File: src/rtl/bidir_link_pkg.sv
// Shared encodings for the half-duplex bidir pad link controller.
package bidir_link_pkg;

  typedef enum logic [2:0] {
    ST_IDLE     = 3'd0,
    ST_TX_START = 3'd1,
    ST_TX_DATA  = 3'd2,
    ST_TX_STOP  = 3'd3,
    ST_RX_DATA  = 3'd4,
    ST_RX_STOP  = 3'd5,
    ST_RX_DONE  = 3'd6,
    ST_TURN     = 3'd7
  } state_t;

  localparam logic START_BIT = 1'b1;
  localparam logic STOP_BIT  = 1'b0;
  localparam logic IDLE_LVL  = 1'b0;

  function automatic logic is_tx_state(input state_t s);
    return (s == ST_TX_START) || (s == ST_TX_DATA) || (s == ST_TX_STOP);
  endfunction

endpackage

File: src/rtl/bidir_link_ctrl.sv
// Half-duplex link controller: arbitrates one bidir pad between local tx frames
// and remote rx frames, with a released turnaround gap after every frame.
//
// state       | meaning
// ST_IDLE     | wire idle, accept tx or detect rx start bit
// ST_TX_START | driving start bit
// ST_TX_DATA  | driving DW data bits, LSB first
// ST_TX_STOP  | driving stop bit
// ST_RX_DATA  | sampling DW data bits, LSB first
// ST_RX_STOP  | sampling stop bit
// ST_RX_DONE  | reporting rx_valid or rx_err for one cycle
// ST_TURN     | pad released and ignored for TURN cycles
module bidir_link_ctrl
  import bidir_link_pkg::*;
#(
  parameter int DW   = 8,
  parameter int TURN = 2
) (
  input  logic          clk,
  input  logic          nreset,
  input  logic          en,
  input  logic          tx_valid,
  input  logic [DW-1:0] tx_data,
  output logic          tx_ready,
  output logic          rx_valid,
  output logic [DW-1:0] rx_data,
  output logic          rx_err,
  output logic          busy,
  input  logic          pad_i,
  output logic          pad_o,
  output logic          pad_t
);

  localparam int BW = $clog2(DW + 1);
  localparam int TW = $clog2(TURN + 1);

  state_t        r_state;
  state_t        w_state_nxt;
  logic [DW-1:0] r_shift;
  logic [DW-1:0] r_rx_data;
  logic [BW-1:0] r_bit_cnt;
  logic [TW-1:0] r_turn_cnt;
  logic          r_stop;
  logic          r_pad_o;
  logic          r_pad_t;
  logic          w_xfer;
  logic          w_bit_last;
  logic          w_turn_last;
  logic          w_pad_o_nxt;
  logic          w_pad_t_nxt;

  assign tx_ready    = (r_state == ST_IDLE) && en && (pad_i != START_BIT);
  assign w_xfer      = tx_valid && tx_ready;
  assign w_bit_last  = (r_bit_cnt == BW'(DW - 1));
  assign w_turn_last = (r_turn_cnt == TW'(TURN - 1));

  always_comb begin
    w_state_nxt = r_state;
    case (r_state)
      ST_IDLE: begin
        if (en && (pad_i == START_BIT)) w_state_nxt = ST_RX_DATA;
        else if (w_xfer)                w_state_nxt = ST_TX_START;
      end
      ST_TX_START: w_state_nxt = ST_TX_DATA;
      ST_TX_DATA:  if (w_bit_last) w_state_nxt = ST_TX_STOP;
      ST_TX_STOP:  w_state_nxt = ST_TURN;
      ST_RX_DATA:  if (w_bit_last) w_state_nxt = ST_RX_STOP;
      ST_RX_STOP:  w_state_nxt = ST_RX_DONE;
      ST_RX_DONE:  w_state_nxt = ST_TURN;
      ST_TURN:     if (w_turn_last) w_state_nxt = ST_IDLE;
      default:     w_state_nxt = ST_IDLE;
    endcase
  end

  // Pad controls are registered from the next state so the wire changes on the edge.
  always_comb begin
    w_pad_t_nxt = !is_tx_state(w_state_nxt);
    case (w_state_nxt)
      ST_TX_START: w_pad_o_nxt = START_BIT;
      ST_TX_DATA:  w_pad_o_nxt = r_shift[0];
      ST_TX_STOP:  w_pad_o_nxt = STOP_BIT;
      default:     w_pad_o_nxt = IDLE_LVL;
    endcase
  end

  always_ff @(posedge clk or negedge nreset) begin
    if (!nreset) begin
      r_state    <= ST_IDLE;
      r_pad_o    <= IDLE_LVL;
      r_pad_t    <= 1'b1;
      r_shift    <= '0;
      r_rx_data  <= '0;
      r_bit_cnt  <= '0;
      r_turn_cnt <= '0;
      r_stop     <= STOP_BIT;
    end else begin
      r_state    <= w_state_nxt;
      r_pad_o    <= w_pad_o_nxt;
      r_pad_t    <= w_pad_t_nxt;
      r_bit_cnt  <= ((r_state == ST_TX_DATA) || (r_state == ST_RX_DATA)) ? r_bit_cnt + 1'b1 : '0;
      r_turn_cnt <= (r_state == ST_TURN) ? r_turn_cnt + 1'b1 : '0;

      // One register serves both directions: shifts out for tx, shifts in from the MSB for rx.
      if (w_xfer)
        r_shift <= tx_data;
      else if (w_state_nxt == ST_TX_DATA)
        r_shift <= r_shift >> 1;
      else if (r_state == ST_RX_DATA)
        r_shift <= (r_shift >> 1) | (DW'(pad_i) << (DW - 1));

      if (r_state == ST_RX_STOP) begin
        r_stop <= pad_i;
        if (pad_i == STOP_BIT) r_rx_data <= r_shift;
      end
    end
  end

  assign pad_o    = r_pad_o;
  assign pad_t    = r_pad_t;
  assign rx_data  = r_rx_data;
  assign rx_valid = (r_state == ST_RX_DONE) && (r_stop == STOP_BIT);
  assign rx_err   = (r_state == ST_RX_DONE) && (r_stop != STOP_BIT);
  assign busy     = (r_state != ST_IDLE);

endmodule

File: config.mk
export PLATFORM = sky130hd
export DESIGN_NAME = bidir_link_ctrl
export DESIGN_NICKNAME = d
export VERILOG_FILES = /design/src/rtl/bidir_link_pkg.sv /design/src/rtl/bidir_link_ctrl.sv
export SDC_FILE = /design/constraint.sdc
export NUM_CORES = 1
export LEC_CHECK = 0
export CAP_MARGIN = 15
export CELL_PAD_IN_SITES_DETAIL_PLACEMENT = 1
export CELL_PAD_IN_SITES_GLOBAL_PLACEMENT = 1
export CORE_MARGIN = 8
export CORE_UTILIZATION = 35
export CTS_CLUSTER_SIZE = 8
export DETAILED_ROUTE_END_ITERATION = 10
export DONT_BUFFER_PORTS = 1
export GPL_ROUTABILITY_DRIVEN = 0
export HOLD_SLACK_MARGIN = 0.03
export PLACE_DENSITY = 0.66
export SYNTH_ARGS = -nofsm -noshare
export SYNTH_HDL_FRONTEND = slang
export SYNTH_SLANG_ARGS = --single-unit
export TNS_END_PERCENT = 100
File: constraint.sdc
create_clock -name clk -period 4.5 [get_ports clk]
set_clock_uncertainty 0.05 [all_clocks]
set_input_delay 0.9 -clock clk [delete_from_list [all_inputs] [get_ports clk]]
set_output_delay 0.9 -clock clk [all_outputs]
set_load 0.01 [all_outputs]
==> impl_results.md, run 1 <==
* Number of diodes at 0
* CTS Buffer Depth at 2
* DR WL/cell at 17.1 µm
* Clock Pin Slew Worst Setup and Hold Paths at 100 ps
* Die H at 77.6 µm
* Drt via density at 5.12
* Total CTS buffers at 3
* Synth Flop Type: dfrtp_1
* R2R cell count at 4
* Cts repair resizes at 0
* Max frequency at 0.403 GHz
* R2R setup slack at 2470 ps
* Finished Cell Area at 1410 µm²
* H-tree depth at 1
* Final Max Slew Viols at 0
* Layout cell share with drive strength beyond 1 at 17.7%
* Post-CTS Hold Buffers at 0
* Crit path max fanout at 12
* Post-synth top area share at 50.8%
* Post-CTS setup repair buffer count at 0
* Worst EP arrival at 1530 ps
* Num Clock Sinks at 28
* Via count at 825
* Number of synthesized register bits at 28
* Max cap viols at 0
* Largest area contributor in the netlist: dfrtp_1
* # setup viols final at 0
* Worst-Margin Slew at 531 ps
* Die X at 77.6 µm
* Type of origin of the critical path: register
* RR Endpoint: pad_t
* Worst vdd ir at 213 µV
* CTS tree: built
* Syn Area/Cell at 11.7 µm²
* 1st-iter DRT viols at 26
* Relative slew margins at 64.3%
* Setup repair after global routing missed its margin: false
* Async SR Flop Fraction at 100%
* I/O Pins at 27
* Count leader, synth: dfrtp_1
* Number of synthesized flops with an enable pin at 0
* Ys Warns at 0
* HPWL reported at the end of detailed placement at 2120 µm
* Largest net degree at the start of global routing at 29
* First-pass GRT wire length at 4710 µm
* Grt total ovfl at 0
* Synth unique cells at 32
* Fin crit period at 2480 ps
* TritonRoute pass-1 iters at 4
* Synth top cells by count: dfrtp_1 (27), nor2_1 (18), a21oi_1 (9), mux2_2 (9), mux2i_1 (7)
* LEAKAGE at 0.000681 µW
* Cells after Synth at 114
* Final hold violation count at 0
* Setup ws final at 2020 ps
* Die ar. at 6030 µm²
* Place WS at 2270 ps
* Sequential fraction of the synthesis area at 52.8%
* Initial antenna violation count at 0
* CTS Root Cell: clkbuf_8
* Worst Path Required at 3550 ps
* HP Class: primary input to async pin
* Residual DRC count at 0
* RR Startpoint: r_state[2]
* Post-route ant nets at 0
* Outcome: finished, final reports clean
* Power Total at 960 µW
* Final WL at 2760 µm
* Worst-Skew Late Latency at 270 ps
* CORE AREA at 3660 µm²
* Tot GR Track Use at 9.62%
* Area contributors post-synth: dfrtp_1 (51%), mux2_2 (7.6%), mux2i_1 (5.3%), nor2_1 (5.1%), a21oi_1 (3.4%)
* Area grow syn2layout at 5.64%
* Crit path kind: register to primary output
* Post-Place Cell Area at 1330 µm²
* Vias in the first global route at 910
* NumNets Final at 129
* Site row count at 22
* Buffers on Ports at 0
* Starting Density at 36.3%
* Setup total negative slack at 0 ps
* Tcrit/Tclk final at 55.1%
* Power per Cell Area at 683 nW/µm²
* Synth Cell Area at 1330 µm²
* Post-Syn Nets at 129
* CP endpoint kind: primary output
[state kept, by name (all words and copies together) (netlist names)]
name,count
r_state,3
rx_data,8
r_bit_cnt,4
r_shift,8
pad_t,1
r_turn_cnt,2
r_stop,1
pad_o,1
[stage by stage]
stage,instances,util [%],hold WS (ps)
6_report,161,38.4,261
3_5_place_dp,157,36.4,384
4_1_cts,161,38.4,255
3_3_place_gp,157,36.4,370
2_1_floorplan,114,-,359
5_1_grt,161,38.4,240
[metal layers]
metal,up-vias,part of all wire [%],track usage (%)
met1,410,42,11.6
li1,398,-,-
met4,0,1.4,3.40
met2,13,51,16.0
met5,-,0,0
met3,4,5.5,2.76
[how the worst max path moves through the flow]
stage,start,endpoint,slack [ps],cells past startpoint
6_report,r_state[1],rx_valid,2020,2
3_5_place_dp,pad_i,pad_t,2270,3
2_1_floorplan,pad_i,tx_ready,2370,1
5_1_grt,r_state[1],rx_err,1880,2
4_1_cts,r_state[1],rx_valid,1990,2
3_3_place_gp,pad_i,pad_t,2330,3
[layout by cell type, fill, tap and decap left out]
cell type,count
mux2i_1,7
bufinv_16,1
a22oi_1,1
dfstp_2,1
a21oi_1,9
nor2b_1,1
o221ai_1,1
xnor2_1,1
nor4_1,1
inv_2,2
nand2_1,5
o21a_1,1
clkbuf_8,3
nor2_1,18
nand3b_1,1
and3_1,2
nand3b_4,1
nor3_4,1
xor2_1,3
a31oi_1,1
a32oi_4,1
dfrtp_1,27
o211ai_1,1
or4_1,1
nand2b_1,1
inv_1,2
ha_1,2
o21ai_0,4
and4b_2,1
mux2_2,9
nand3_1,3
[where the power goes]
| part | internal [µW] | switching (µW) |
|---|---|---|
| registers | 353 | 122 |
| logic | 139 | 149 |
| clock network | 119 | 78.0 |
[area by class of cell]
class / instances / area [µm²]
Multi-Input combinational cell: 77 / 557
Sequential cell: 28 / 702
Clock inverter: 1 / 30.0
Inverter: 4 / 15.0
Clock buffer: 3 / 41.3
Tap cell: 48 / 60.1
Fill cell: 396 / 2260
[critical path, cell delays in order, from the launching register on]
cell	delay, ps
dfrtp_1	620
inv_2	120
nor4_1	530
[cell families after synthesis]
kind of cell	after synthesis	share of synthesized area, %
multiplexers	16	12.9
XOR/XNOR	4	2.63
AND/OR/NAND/NOR	36	14.7
buffers and inverters	9	5.36
adder cells (fa/ha/maj)	2	1.88
flip-flops	28	52.8
AO/OA/AOI/OAI	19	9.78
No activity file was read; power rests on OpenSTA's default activity.
==> run 2, diff against run 1 <==
Clock period 4.5 ns to 2.4 ns, I/O delays scaled along.
==> run 2 against run 1 <==
Against the previous run:
- critical endpoint is now rx_err
- design area grew 2.1%
- largest power group unchanged
- highest routed layer unchanged
- register-to-register slack lost 2000 ps
- global-route usage grew 0.16 points
==> impl_results.md, run 2 (synthesis results as in run 1) <==
* Outcome: finished, final reports clean
* Post-route ant nets at 0
* Finished Cell Area at 1440 µm²
* Final Max Slew Viols at 0
* Number of diodes at 0
* Initial antenna violation count at 0
* Max cap viols at 0
* Fin crit period at 2130 ps
* NumNets Final at 131
* CTS tree: built
* Starting Density at 36.3%
* DR WL/cell at 17.1 µm
* Worst EP arrival at 1600 ps
* Post-CTS setup repair buffer count at 0
* Setup total negative slack at 0 ps
* Site row count at 22
* Layout cell share with drive strength beyond 1 at 18.3%
* Inst Count DP at 157
* Crit path kind: register to primary output
* Residual DRC count at 0
* Worst Path Required at 1870 ps
* # setup viols final at 0
* Grt total ovfl at 0
* Type of origin of the critical path: register
* Critical-path top delay cell: dfrtp_1
* Die X at 77.6 µm
* I/O Pins at 27
* Die ar. at 6030 µm²
* Post-route insts no fill at 163
* Crit path max fanout at 12
* Buffers on Ports at 0
* Num Clock Sinks at 28
* Relative slew margins at 63.4%
* CP peak stage delay at 620 ps
* Most frequent cells in the layout: dfrtp_1 (27), nor2_1 (18), a21oi_1 (9), mux2_2 (9), mux2i_1 (7)
* WHS at 315 ps
* Worst-Margin Slew at 543 ps
* Most common cell after layout, fill and taps aside: dfrtp_1
* CTS Root Cell: clkbuf_8
* LEAKAGE at 0.000694 µW
* Total CTS buffers at 3
* H-tree depth at 1
* Vias in the first global route at 890
* Final WL at 2800 µm
* CP Cell Sequence: nor2b_1, and3_1
* Die H at 77.6 µm
* 1st-iter DRT viols at 36
* RR Startpoint: r_state[2]
* CP endpoint kind: primary output
* Tcrit/Tclk final at 88.6%
* Power per Cell Area at 1260 nW/µm²
* Worst-Skew Late Latency at 270 ps
* Worst vdd ir at 350 µV
* Clock Pin Slew Worst Setup and Hold Paths at 100 ps
* HPWL reported at the end of detailed placement at 2130 µm
* CORE AREA at 3660 µm²
* Final hold violation count at 0
* Via count at 843
* TritonRoute pass-1 iters at 3
* Setup repair after global routing missed its margin: false
* Tot GR Track Use at 9.78%
* Hold Crit Start: tx_data[7]
* Post-Place Cell Area at 1330 µm²
* CP Launch Point: r_state[1]
* CTS Buffer Depth at 2
* First-pass GRT wire length at 4660 µm
* Largest net degree at the start of global routing at 29
* Area grow syn2layout at 7.90%
* Drt via density at 5.17
* Max frequency at 0.470 GHz
* HP Class: primary input to register
==> run 2: changes by cell type in the layout (fill, tap and decap cells not counted) <==
cell           before  now
dlygate4sd3_1       0    1
buf_12              0    1
==> run 2: cell type report <==
class                   count  area, µm²
well taps                  48       60.1
clock buffers               3       41.3
inverters                   4       15.0
multi-input cells          77        557
fillers                   404       2230
clock inverters             1       30.0
flip-flops and latches     28        702
repair buffers              2       30.0
==> run 2: repair_timing <==
action                                 CTS  global route
gates resized for setup                  0             0
hold buffers                             2             0
endpoints found under the hold margin   28             0
==> run 2: metal layers <==
layer | part of all wire (%) | global-route usage, % | wire [µm]
met5 | 0 | 0 | 0
met3 | 6.1 | 3.23 | 171
met1 | 41 | 11.4 | 1160
met2 | 51 | 16.1 | 1420
met4 | 1.6 | 3.96 | 44
==> run 2: critical path: cells and delay by family, from the launching register on <==
| kind | cells | cell delay (ps) |
|---|---|---|
| and+or+nand+nor | 2 | 710 |
| DFF | 1 | 620 |
==> run 2: power by group <==
| part | internal, µW | switching (µW) |
|---|---|---|
| Combinational | 266 | 292 |
| Clock | 223 | 140 |
| Sequential | 662 | 224 |
==> run 2: per-stage QoR <==
stage	util (%)	setup WS, ps	power [µW]
2_1_floorplan	-	837	1340
3_3_place_gp	36.4	584	1420
3_5_place_dp	36.4	490	1450
4_1_cts	39.2	239	1840
5_1_grt	39.2	147	1950
6_report	39.2	274	1810
==> run 2: path summary, 6_finish.rpt <==
kind,endpoint,slack (ps),cells past startpoint
setup / recovery,rx_err,270,2
hold / removal,r_shift[7],310,2
setup reg to reg,pad_t,460,4
hold reg to reg,r_turn_cnt[0],390,1
max in group asynchronous,pad_t,1470,2
min in group asynchronous,r_shift[7],580,2
==> run 3, diff against run 2 <==
Settings changed: CORE_ASPECT_RATIO from default to 1.5.
==> run 3 against run 2 <==
Against the previous run:
- total power decreased by 4.0%
- via count increased by 2.1%
- design area decreased by 1.6%
- critical endpoint unchanged
- combinational power about the same
- final cell count decreased by 3.1%
- fmax decreased by 1.7%
- clock power decreased by 20%
==> impl_results.md, run 3 (synthesis results as in run 1) <==
* Outcome: finished, final reports clean
* Worst-Margin Slew at 586 ps
* Most common cell after layout, fill and taps aside: dfrtp_1
* HPWL reported at the end of detailed placement at 2210 µm
* Number of diodes at 0
* Most frequent cells in the layout: dfrtp_1 (27), nor2_1 (18), a21oi_1 (9), mux2_2 (9), mux2i_1 (7)
* DR WL/cell at 18.7 µm
* Power per Cell Area at 1230 nW/µm²
* Max frequency at 0.462 GHz
* Switching pwr at 661 µW
* Post-route insts no fill at 158
* NumNets Final at 131
* Crit path kind: register to primary output
* Layout cell share with drive strength beyond 1 at 18.3%
* CORE AREA at 3650 µm²
* Worst EP arrival at 1630 ps
* First-pass GRT wire length at 4970 µm
* Die H at 91.5 µm
* Crit path max fanout at 12
* Area grow syn2layout at 6.21%
* LEAKAGE at 0.000687 µW
* Comb pwr share at 32.2%
* Inst Count DP at 152
* Fin crit period at 2160 ps
* Tcrit/Tclk final at 90.2%
* Post-route ant nets at 0
* CP Launch Point: r_state[1]
* Relative slew margins at 60.6%
* RR Startpoint: r_state[2]
* CTS tree: built
* CP endpoint kind: primary output
* Total CTS buffers at 3
* Site row count at 27
* Worst Path Required at 1870 ps
* CP top delay family: simple AND/OR/NAND/NOR gates
* Die X at 66.3 µm
* CTS Buffer Depth at 2
* Setup ws final at 236 ps
* Die ar. at 6070 µm²
* I/O Pins at 27
* P_int at 1070 µW
* Grt total ovfl at 0
* Buffers on Ports at 0
* CP peak stage delay at 630 ps
* Setup repair after global routing missed its margin: false
* Critical-path top delay cell: dfrtp_1
* WHS at 303 ps
* Clk pwr share at 16.8%
* Tot GR Track Use at 10.4%
* Largest net degree at the start of global routing at 29
* Sequential cell area at 702 µm²
* Final WL at 2960 µm
* Starting Density at 36.5%
* CP Cell Sequence: nor2b_1, and3_1
* WP buf/inv at 0
* 1st-iter DRT viols at 15
* H-tree depth at 1
* Drt via density at 5.45
* CTS Root Cell: clkbuf_8
* Final Max Slew Viols at 0
* Core Util, Final at 38.7%
* Filler cells at 402
* Hold Crit Start: pad_i
* Initial antenna violation count at 0
* Multi-input logic area at 557 µm²
* Type of origin of the critical path: register
* Final hold violation count at 0
* Via count at 861
* Cts repair resizes at 0
* Num Clock Sinks at 28
* Worst-Skew Late Latency at 270 ps
* Place WS at 433 ps
* # setup viols final at 0
* TritonRoute pass-1 iters at 4
* Flop pwr share at 51.1%
* Net Sw Frac at 38.1%
* Max cap viols at 0
* Residual DRC count at 0
* Worst vdd ir at 610 µV
* Setup total negative slack at 0 ps
* Vias in the first global route at 957
* Clock Pin Slew Worst Setup and Hold Paths at 90 ps
* HP Class: primary input to register
==> run 3: cell count changes in the layout (fill, tap and decap cells not counted) <==
cell and change:
bufinv_16 -1, clkbuf_8 +1
==> run 3: worst reg2reg max path, delay by kind of cell, from the launching register on <==
kind | cells | cell delay (ps)
DFF | 1 | 520
and+or+nand+nor | 2 | 920
AOI/OAI and AO/OA | 2 | 410
==> run 3: through the flow <==
| stage | total power [µW] | area (µm²) |
|---|---|---|
| detailed placement | 1450 | 1330 |
| global route | 1870 | 1410 |
| CTS | 1770 | 1410 |
| floorplan | 1340 | 1330 |
| global placement | 1420 | 1330 |
| finish | 1740 | 1410 |
==> run 3: power groups by stage <==
stage	Sequential [µW]	Combinational, µW	Clock [µW]
2_1_floorplan	794	550	0
3_3_place_gp	890	531	0
3_5_place_dp	900	551	0
4_1_cts	892	571	305
5_1_grt	920	631	321
6_report	886	558	291
==> run 3: path summary, 6_finish.rpt <==
| kind | slack, ps | cells after the start | endpoint |
|---|---|---|---|
| max in group asynchronous | 1490 | 2 | pad_t |
| worst min-delay path | 300 | 1 | r_stop |
| worst min register to register | 390 | 1 | r_turn_cnt[0] |
| worst max register to register | 400 | 4 | pad_t |
| min in group asynchronous | 580 | 2 | r_bit_cnt[1] |
| worst max-delay path | 240 | 2 | rx_err |
==> run 3: cell type report <==
type / instances / area share [%]
sequential: 28 / 49.7
timing repair buffer: 2 / 2.13
clock buffer: 4 / 3.90
inverter: 4 / 1.06
tap: 43 / 3.81
multi-input combinational: 77 / 39.4
==> run 3: timing repair <==
action	in CTS	in global routing
buffers inserted	0	0
hold buffers	2	0
hold endpoints to repair	28	0
==> run 3: per-layer routing <==
| metal | routed length [µm] | vias up | global-route usage [%] |
|---|---|---|---|
| met3 | 166 | 6 | 3.20 |
| met2 | 1520 | 20 | 17.5 |
| met1 | 1230 | 437 | 11.6 |
| met5 | 0 | - | 0 |
| li1 | - | 398 | - |
| met4 | 50 | 0 | 3.76 |
